$ cat src/rtl/bus_addr_map.sv
// Address decoder: maps a master address onto one of N_SLV programmable slave regions.
// Latency: one cycle from M_req to the registered S_sel / dec_err result.
// Backpressure: none; a new request is accepted and decoded every cycle.
//
// Ports:
//   clk, reset_n            - single clock, asynchronous active-low reset
//   M_req, M_addr           - master address valid strobe and address
//   S_sel                   - registered one-hot slave select (bit i = slave i)
//   dec_err                 - registered one-cycle decode-miss pulse
//   err_addr, err_cnt       - last missed address, saturating miss count
//   err_clr                 - synchronous clear of err_cnt
//   cfg_we, cfg_idx,
//   cfg_fld, cfg_wdata      - region-table write port (fld 0=base, 1=mask, 2=enable)
module bus_addr_map #(
  parameter int ADDR_W = 8,
  parameter int N_SLV  = 4,
  parameter int CNT_W  = 8
) (
  input  logic              clk,
  input  logic              reset_n,
  input  logic              M_req,
  input  logic [ADDR_W-1:0] M_addr,
  output logic [N_SLV-1:0]  S_sel,
  output logic              dec_err,
  output logic [ADDR_W-1:0] err_addr,
  output logic [CNT_W-1:0]  err_cnt,
  input  logic              err_clr,
  input  logic              cfg_we,
  input  logic [3:0]        cfg_idx,
  input  logic [1:0]        cfg_fld,
  input  logic [ADDR_W-1:0] cfg_wdata
);

  localparam logic [1:0] FLD_BASE = 2'd0;
  localparam logic [1:0] FLD_MASK = 2'd1;
  localparam logic [1:0] FLD_EN   = 2'd2;

  // Reset table values live in the top 8 address bits; lower bits stay zero.
  function automatic logic [ADDR_W-1:0] top8(input logic [7:0] v);
    logic [ADDR_W-1:0] r;
    r = '0;
    r[ADDR_W-1 -: 8] = v;
    return r;
  endfunction

  function automatic logic [ADDR_W-1:0] rst_base(input int idx);
    case (idx)
      0:       return top8(8'h00);
      1:       return top8(8'h10);
      2:       return top8(8'h20);
      3:       return top8(8'h40);
      default: return '0;
    endcase
  endfunction

  function automatic logic [ADDR_W-1:0] rst_mask(input int idx);
    case (idx)
      0, 1:    return top8(8'hF0);
      2, 3:    return top8(8'hE0);
      default: return '0;
    endcase
  endfunction

  // Region table
  logic [ADDR_W-1:0] base_q [N_SLV];
  logic [ADDR_W-1:0] mask_q [N_SLV];
  logic [N_SLV-1:0]  en_q;

  // Decode results
  logic [N_SLV-1:0]  s_sel_q, s_sel_d;
  logic              dec_err_q, dec_err_d;
  logic [ADDR_W-1:0] err_addr_q, err_addr_d;
  logic [CNT_W-1:0]  err_cnt_q, err_cnt_d;

  logic [N_SLV-1:0]  hit_sel;
  logic              hit;
  logic              miss;

  // Table writes. Indices at or above N_SLV never compare equal to a loop
  // index, and the reserved field matches no case, so both drop silently.
  always_ff @(posedge clk or negedge reset_n) begin
    if (!reset_n) begin
      for (int i = 0; i < N_SLV; i++) begin
        base_q[i] <= rst_base(i);
        mask_q[i] <= rst_mask(i);
        en_q[i]   <= (i < 4);
      end
    end else if (cfg_we) begin
      for (int i = 0; i < N_SLV; i++) begin
        if (cfg_idx == 4'(i)) begin
          case (cfg_fld)
            FLD_BASE: base_q[i] <= cfg_wdata;
            FLD_MASK: mask_q[i] <= cfg_wdata;
            FLD_EN:   en_q[i]   <= cfg_wdata[0];
            default:  ;
          endcase
        end
      end
    end
  end

  // Priority match: scan from the top down so the lowest matching index
  // overwrites any higher one, leaving exactly one bit set.
  always_comb begin
    hit_sel = '0;
    hit     = 1'b0;
    for (int i = N_SLV - 1; i >= 0; i--) begin
      if (en_q[i] && ((M_addr & mask_q[i]) == (base_q[i] & mask_q[i]))) begin
        hit_sel    = '0;
        hit_sel[i] = 1'b1;
        hit        = 1'b1;
      end
    end
  end

  assign miss = M_req && !hit;

  always_comb begin
    s_sel_d    = M_req ? hit_sel : '0;
    dec_err_d  = miss;
    err_addr_d = miss ? M_addr : err_addr_q;
    // A clear coinciding with a miss still counts that miss.
    if (err_clr) begin
      err_cnt_d = miss ? CNT_W'(1) : '0;
    end else if (miss && (err_cnt_q != '1)) begin
      err_cnt_d = err_cnt_q + CNT_W'(1);
    end else begin
      err_cnt_d = err_cnt_q;
    end
  end

  always_ff @(posedge clk or negedge reset_n) begin
    if (!reset_n) begin
      s_sel_q    <= '0;
      dec_err_q  <= 1'b0;
      err_addr_q <= '0;
      err_cnt_q  <= '0;
    end else begin
      s_sel_q    <= s_sel_d;
      dec_err_q  <= dec_err_d;
      err_addr_q <= err_addr_d;
      err_cnt_q  <= err_cnt_d;
    end
  end

  assign S_sel    = s_sel_q;
  assign dec_err  = dec_err_q;
  assign err_addr = err_addr_q;
  assign err_cnt  = err_cnt_q;

endmodule

$ cat config.mk
export PLATFORM = sky130hd
export DESIGN_NAME = bus_addr_map
export DESIGN_NICKNAME = d
export VERILOG_FILES = /design/src/rtl/bus_addr_map.sv
export SDC_FILE = /design/constraint.sdc
export NUM_CORES = 1
export LEC_CHECK = 0
export ABC_AREA = 1
export CORE_MARGIN = 2
export CORE_UTILIZATION = 45
export CTS_BUF_LIST = sky130_fd_sc_hd__clkbuf_8
export DETAILED_ROUTE_END_ITERATION = 6
export DONT_BUFFER_PORTS = 1
export GPL_ROUTABILITY_DRIVEN = 0
export SLEW_MARGIN = 5
export SYNTH_ARGS = -nofsm -noshare
export SYNTH_HDL_FRONTEND = slang
export SYNTH_SLANG_ARGS = --single-unit
$ cat constraint.sdc
create_clock -name clk -period 2 [get_ports clk]
set_input_delay 0.5 -clock clk [delete_from_list [all_inputs] [get_ports clk]]
set_output_delay 0.5 -clock clk [all_outputs]
set_load 0.05 [all_outputs]
---- Yosys cells after proc, flatten, opt, wreduce, memory -nomap -nowiden ----
Index checks and enable logic that the tools add are counted.
W data, S select, Z words.
storage, ports and cells
  register bits after elaboration ......... 89
  output and inout bits ................... 21
cells by class
  add/subtract/negate cells ............... 1
  equal/unequal tests ..................... 10
  mux-type cells .......................... 12
  bitwise logic cells ..................... 8
  reduce and logical (&&, ||, !) cells .... 22
operators by type and width
  cell                   number
  $and A8 B8 Y8          8
  $reduce_and A3 Y1      12
  $eq A8 B8 Y1           4
  $mux W4                5
  $mux W8                2
  $add A8 B1 Y8 const B  1
  $eq A4 B2 Y1 const B   2
  $ne A8 B8 Y1 const B   1
  $logic_and A1 B1 Y1    6
  $mux W1                5
  $eq A4 B1 Y1 const B   1
  $logic_not A4 Y1       1
  $eq A2 B1 Y1 const B   1
  $eq A2 B2 Y1 const B   1
  $logic_not A2 Y1       1
  $reduce_bool A2 Y1     1
  $logic_not A1 Y1       1

---- Logic depth before layout (Yosys ltp) ----
Gate-level depths: netlist of the first run.
  depth in word-level cells ............... 12
  gate-level depth with buffers ........... 14
  depth with buffers taken out ............ 12

---- Worst setup path before layout of the first run ----
Ideal clock, no wire load.
  kind .................................... flip-flop to flip-flop
  from .................................... register err_cnt_q[1] (netlist: err_cnt[1])
  to ...................................... register err_cnt_q[6] (netlist: err_cnt[6])
  arrival time ............................ 1.819 ns
  required time ........................... 1.881 ns
  path slack .............................. 0.063 ns
  cell stages (with the launch flop) ...... 11
  period minus slack after synthesis ...... 1.937 ns
  cell sequence ........................... dfrtp_1 -> ha_1 -> nand2_1 -> inv_1 -> nand2_1 -> nor3b_1 -> nand2_1 -> nand3_4 -> nand2_4 -> nand2_1 -> nand2_1
on the way
  cells in the longest elaborated chain, start to end .. 3
RTL lines
  what                                            line      text
  from (decl)                                     73        logic [CNT_W-1:0] err_cnt_q, err_cnt_d;
  from (signal assigned)                          142       err_cnt_q <= err_cnt_d;
  $add A8 B1 Y8 or $ne A8 B8 Y1 (tied branches)   126, 125
  $mux W8 or $logic_and A1 B1 Y1 (tied branches)  125       end else if (miss && (err_cnt_q != '1)) begin
  $mux W8 or $reduce_bool A2 Y1 (tied branches)   -
Parallel ways exist; a longest one is shown, timed or not. The select of a mux whose other input is x is not followed.
A chain may end at the register's enable or synchronous reset.

---- Final worst setup path of the first run ----
  from .................................... register base_q[6] in the netlist's numbering
  to ...................................... register err_addr_q[1] (netlist: err_addr[1])
on the way
  cells in the longest elaborated chain, start to end .. 9
RTL lines
  what                               line  text
  from (decl)                        65    logic [ADDR_W-1:0] base_q [N_SLV];
  from (signal, indexed assignment)  84    base_q[i] <= rst_base(i);
  from (signal, indexed assignment)  92    FLD_BASE: base_q[i] <= cfg_wdata;
  $and A8 B8 Y8                      108   if (en_q[i] && ((M_addr & mask_q[i]) == (base_q[i] & mask_q[i]))) begin
  $eq A8 B8 Y1                       108
  $logic_and A1 B1 Y1                108
  $mux W1 (4 in series)              108
  $logic_not A1 Y1                   116   assign miss = M_req && !hit;
  $logic_and A1 B1 Y1                116
  via dec_err_d                      71    logic dec_err_q, dec_err_d;
  to (signal assigned)               141   err_addr_q <= err_addr_d;
  to (decl)                          72    logic [ADDR_W-1:0] err_addr_q, err_addr_d;
The timed path passes the listed nets, and every way through them passes these cells.

==> flow_summary.toml, run 1 <==
[power_and_ir_drop]
p_leak_nw = 2.19
ir_worst_vdd_uv = 425
p_per_area_nw_per_um2 = 1040
finalPower_mw = 4.91

[die]
io_pins = 48
die_h_um = 101
rows = 35
dieArea_um2 = 10300
die_x_um = 101
start_util_pct = 46.2
core_area_um2 = 9240

[sta]
rsz0062_at_grt = "no"
hold_viol = 74
max_freq_ghz = 0.577
clock_skew_ns = 0.0141
worst_pin_slew_ns = 0.509
fin_tns_setup_ns = 0
period_needed_ns = 1.73
finalSetupViolations = 0
hold_ws_ns = -0.183
final-max-slew-violation-count = 0
slew_headroom_pct = 66.1
period_share_pct = 86.7

[worst_setup_path]
critPathLaunchType = "flop"
rr_startpoint = "base_q[6]$_DFFE_PN1P_"
crit_arrival_ns = 1.98
critPathKind = "flop to flop"
r2r-end = "err_addr[1]$_DFFE_PN0P_"
cp_data_required_time_ns = 2.25
rrSetupSlack_ns = 0.27
reg2reg_depth = 11
crit_fanout = 16
cp-end-kind = "flop"

[synth]
synth.net_count = 547
synth_edf_count = 0
synth_area_per_cell_um2 = 8.23
yosysWarnings = 0
ys_types = 34
yosys_register_bits = 89
yosysSeqAreaShare_pct = 52.8
synth_ff_type = "dfrtp_1"
synthArstFlopShare_pct = 100
synthCells = 519
synth.cell_area_um2 = 4270

[layout]
final_nets = 561
layout_commonest_cell = "nand2_1"
drive_gt1_share_pct = 17.1
final_cell_mix = "168 x nand2_1, 68 x dfrtp_1, 64 x o21ai_0, 42 x inv_1, 36 x nor2_1"
fill_cells = 895
area_growth_pct = 10.0
n_antenna_cell = 0
finish.utilization_pct = 50.9

[global_routing]
grt_overflow = 0
grt_pass1_wl_um = 16400
antenna_found_initial = 0
grt_pass1_vias = 3127
grtUsageTotal_pct = 20.9
grt_start_max_net_pins = 90

[clock_tree]
ctsLongestPathBuffers = 2
clockRootBuffer = "clkbuf_8"
cts_resized = 0
insertion_delay_ns = 0.37
clkSlewWorstSetupHoldPaths_ns = 0.09
cts_made_buffers = 9
cts_setup_buffers = 0
cts_tree = "yes"
cts_sinks = 89
h-tree-depth = 3

[route]
drt-initial-drc-count = 164
wl_um = 9830
viasPerCell = 5.06
drc = 0
vias = 3377
detail_route.wl_per_cell_um = 14.7
first_pass_iters = 4
ant_nets = 0

[placed_design]
portBuffers = 0
dpl.hpwl_um = 6850

[worst_hold_path]
hp-class = "primary input to async pin"

[flow_run]
maxCapViolCount = 0

[run_status]
violations = "negative hold slack"
outcome = "complete, but fails checks"
worst max-delay path: stages (launching register included):
cell     delay [ns]
dfstp_2        0.55
nor2_1         0.04
nor2_1         0.16
inv_1          0.06
nand2_1        0.10
nor2_1         0.06
nand3_2        0.08
nand3_2        0.08
nor2_4         0.14
inv_4          0.12
nand2_1        0.13
o21ai_2        0.09
final cells by class:
cell class / count / area, um2 / share of cell area, %
clock buffers: 11 / 151 / 3.22
clock inverters: 5 / 78.8 / 1.68
inverters: 51 / 194 / 4.13
multi-input cells: 366 / 1740 / 37.1
flip-flops and latches: 89 / 2250 / 47.9
well taps: 129 / 161 / 3.43
repair buffers: 16 / 120 / 2.56
cell usage after synthesis, drive strengths merged, types with 2 or more instances:
master / count / share of area (%)
nand2: 174 / 16
o21ai: 75 / 9.6
dfrtp: 68 / 40
inv: 51 / 4.5
nor2: 44 / 4.7
nand3: 39 / 5.7
dfstp: 21 / 13
buf: 11 / 1.8
nor3: 10 / 1.2
a21oi: 6 / 0.70
a31oi: 4 / 0.59
or2: 4 / 0.59
clkbuf: 2 / 0.18
nor3b: 2 / 0.35
per-stage QoR:
| step | worst slack [ns] | instance area (um2) | cells | hold WS [ns] |
|---|---|---|---|---|
| finish | 0.266 | 4700 | 667 | -0.183 |
| global route | 0.120 | 4700 | 667 | -0.197 |
| global placement | 0.199 | 4470 | 651 | 0.208 |
| detailed placement | 0.186 | 4470 | 651 | 0.207 |
| CTS | 0.250 | 4700 | 667 | -0.190 |
| floorplan | 0.0627 | 4270 | 519 | 0.204 |
flip-flops by register name (all words and copies together), names as in the netlist:
signal / count
en_q: 4
dec_err: 1
err_cnt: 8
err_addr: 8
base_q: 32
S_sel: 4
mask_q: 32
worst max path at each step:
| stage | startpoint | to | slack [ns] | depth (start not counted) |
|---|---|---|---|---|
| after floorplan | err_cnt[1]$_DFFE_PN0P_ | err_cnt[6]$_DFFE_PN0P_ | 0.06 | 10 |
| after global placement | M_addr[5] | err_addr[1]$_DFFE_PN0P_ | 0.20 | 10 |
| after detailed placement | M_addr[5] | err_addr[1]$_DFFE_PN0P_ | 0.19 | 10 |
| after CTS | err_cnt[1]$_DFFE_PN0P_ | err_cnt[7]$_DFFE_PN0P_ | 0.25 | 10 |
| after global routing | err_cnt[1]$_DFFE_PN0P_ | err_cnt[7]$_DFFE_PN0P_ | 0.12 | 10 |
| final | base_q[6]$_DFFE_PN1P_ | err_addr[1]$_DFFE_PN0P_ | 0.27 | 11 |
metal layers:
layer  global-route usage [%]  wire (um)
met5                        0          0
met1                     29.1       4650
met4                     6.13        166
met2                     32.5       4470
met3                     5.24        543
logic make-up after synthesis:
group	Yosys count	share of synthesized area, %
flip-flops	89	52.8
buffers and inverters	64	6.47
XOR/XNOR	2	0.410
adder cells (fa/ha/maj)	1	0.293
AO/OA/AOI/OAI	86	11.0
AND/OR/NAND/NOR	277	29.0
where the power goes:
group	leakage (nW)	internal, mW	switching, mW
Combinational	0.960	0.312	0.529
Clock	0.113	0.768	0.660
Sequential	1.12	2.13	0.517
Total	2.19	3.21	1.71
(Power assumes the default switching activity.)
==> run 2: changes to the inputs <==
Settings changed: CTS_CLUSTER_SIZE set to 16.
==> results of run 2 <==
Same layout as run 1: the final DEF is identical, and so are final timing and power.
==> run 3: changes to the inputs <==
Settings changed: CTS_BUF_LIST sky130_fd_sc_hd__clkbuf_8 to unset.
==> run 3 against run 2 <==
Against the previous run: the flow still finishes with violations (negative hold slack); via count hardly changed; global-route usage is the same; critical path depth unchanged; sequential share of layout area did not move; clock power about the same; core utilization stayed put; final cell count stayed put; non-clock buffer count unchanged; hold slack barely moved; first-iteration DRC count decreased by 1.2%; clock-buffer cell count is 1 higher; setup slack gained 0.0049 ns; critical endpoint unchanged; largest power group unchanged.
==> flow_summary.toml, run 3 (same netlist as run 1, synthesis figures left out) <==
[power_and_ir_drop]
p_int_mw = 3.21
ir_worst_vdd_uv = 420
power.share.clock_pct = 29.1
p_leak_nw = 2.19
swShare_pct = 34.6
pwr-share-seq_pct = 53.8
p_per_area_nw_per_um2 = 1040
pwr-share-comb_pct = 17.1
power_switching_mw = 1.70

[worst_setup_path]
reg2reg_depth = 11
rr_startpoint = "base_q[6]$_DFFE_PN1P_"
crit_chain = "nor2_1 -> nor2_1 -> inv_1 -> nand2_1 -> nor2_1 -> nand3_2 -> nand3_2 -> nor2_4 -> inv_4 -> nand2_1 -> o21ai_2"
cp_data_required_time_ns = 2.25
crit_arrival_ns = 1.98
critPathLaunch = "base_q[6]$_DFFE_PN1P_"
critPathLaunchType = "flop"
cp_num_buf_inv = 2
cp-end-kind = "flop"
max_stage_delay_ns = 0.55
crit_fanout = 16
critPathKind = "flop to flop"
r2r-end = "err_addr[1]$_DFFE_PN0P_"
crit_top_cell = "nor2_1"
cpLargestDelayFamily = "simple AND/OR/NAND/NOR gates"
rrSetupSlack_ns = 0.27
critical_path.slowest_cell = "dfstp_2"

[clock_tree]
clkSlewWorstSetupHoldPaths_ns = 0.09
cts_sinks = 89
cts_made_buffers = 9
ctsLongestPathBuffers = 2
clockRootBuffer = "clkbuf_8"
cts_resized = 0
insertion_delay_ns = 0.37
cts_tree = "yes"
cts_setup_buffers = 0
h-tree-depth = 3

[sta]
period_needed_ns = 1.73
fin_ws_ns = 0.271
hold_ws_ns = -0.184
clock_skew_ns = 0.0137
final-max-slew-violation-count = 0
worst_pin_slew_ns = 0.509
max_freq_ghz = 0.578
hold_viol = 73
slew_headroom_pct = 66.1
fin_tns_setup_ns = 0
period_share_pct = 86.5
rsz0062_at_grt = "no"
finalSetupViolations = 0

[route]
wl_um = 9830
detail_route.wl_per_cell_um = 14.7
vias = 3378
drc = 0
ant_nets = 0
viasPerCell = 5.06
drt-initial-drc-count = 162
first_pass_iters = 4

[placed_design]
portBuffers = 0
dp_cells = 651
pre_cts_slack_ns = 0.186
dpl.hpwl_um = 6850

[die]
start_util_pct = 46.2
rows = 35
die_h_um = 101
io_pins = 48
core_area_um2 = 9240
dieArea_um2 = 10300
die_x_um = 101

[layout]
fin_cells = 667
layout_commonest_cell = "nand2_1"
drive_gt1_share_pct = 17.1
area_growth_pct = 10.0
n_antenna_cell = 0
final_nets = 561
largestRegisters = "base_q (32), mask_q (32)"
final_cell_mix = "168 x nand2_1, 68 x dfrtp_1, 64 x o21ai_0, 41 x inv_1, 36 x nor2_1"

[global_routing]
grt_pass1_wl_um = 16400
grtUsageTotal_pct = 20.9
grt_start_max_net_pins = 90
antenna_found_initial = 0
grt_pass1_vias = 3127
grt_overflow = 0

[run_status]
violations = "negative hold slack"
outcome = "complete, but fails checks"

[worst_hold_path]
hp-class = "primary input to async pin"

[flow_run]
maxCapViolCount = 0
run 3: worst reg2reg max path: cells and delay by family, from the launching register on:
family / cells / cell delay, ns
AO/OA/AOI/OAI: 1 / 0.09
buffers and inverters: 2 / 0.18
flip-flops: 1 / 0.55
AND/OR/NAND/NOR: 8 / 0.79
run 3: how the worst max path moves through the flow:
stage / end / slack, ns / depth (start not counted)
final: err_addr[1]$_DFFE_PN0P_ / 0.27 / 11
after global routing: err_cnt[7]$_DFFE_PN0P_ / 0.12 / 10
after floorplan: err_cnt[6]$_DFFE_PN0P_ / 0.06 / 10
after global placement: err_addr[1]$_DFFE_PN0P_ / 0.20 / 10
after detailed placement: err_addr[1]$_DFFE_PN0P_ / 0.19 / 10
after CTS: err_cnt[7]$_DFFE_PN0P_ / 0.25 / 10
run 3: routing by layer:
metal  wire length [um]  track usage, %  up-vias
met4                166            6.13        0
met5                  0               0        -
met2               4490            32.5       76
met3                519            5.24       13
li1                   -               -     1687
met1               4650            29.1     1602
run 3: per-stage QoR:
step / util [%] / area [um2] / power (mW)
4_1_cts: 50.9 / 4700 / 4.95
3_5_place_dp: 48.4 / 4470 / 3.53
6_report: 50.9 / 4700 / 4.91
2_1_floorplan: - / 4270 / 3.34
5_1_grt: 50.9 / 4700 / 5.19
3_3_place_gp: 48.4 / 4470 / 3.50
run 3: cell type report:
cell class | count | area, um2
multi-input combinational | 366 | 1740
clock inverter | 4 | 75.1
fill | 895 | 4540
tap | 129 | 161
sequential | 89 | 2250
inverter | 51 | 194
timing repair buffer | 16 | 120
clock buffer | 12 | 155
run 3: power by group through the flow:
stage          clock network [mW]  logic (mW)  registers, mW
2_1_floorplan                   0       0.664           2.68
3_3_place_gp                    0       0.828           2.67
3_5_place_dp                    0       0.850           2.68
4_1_cts                      1.45       0.852           2.65
5_1_grt                      1.54       0.960           2.69
6_report                     1.43       0.841           2.64
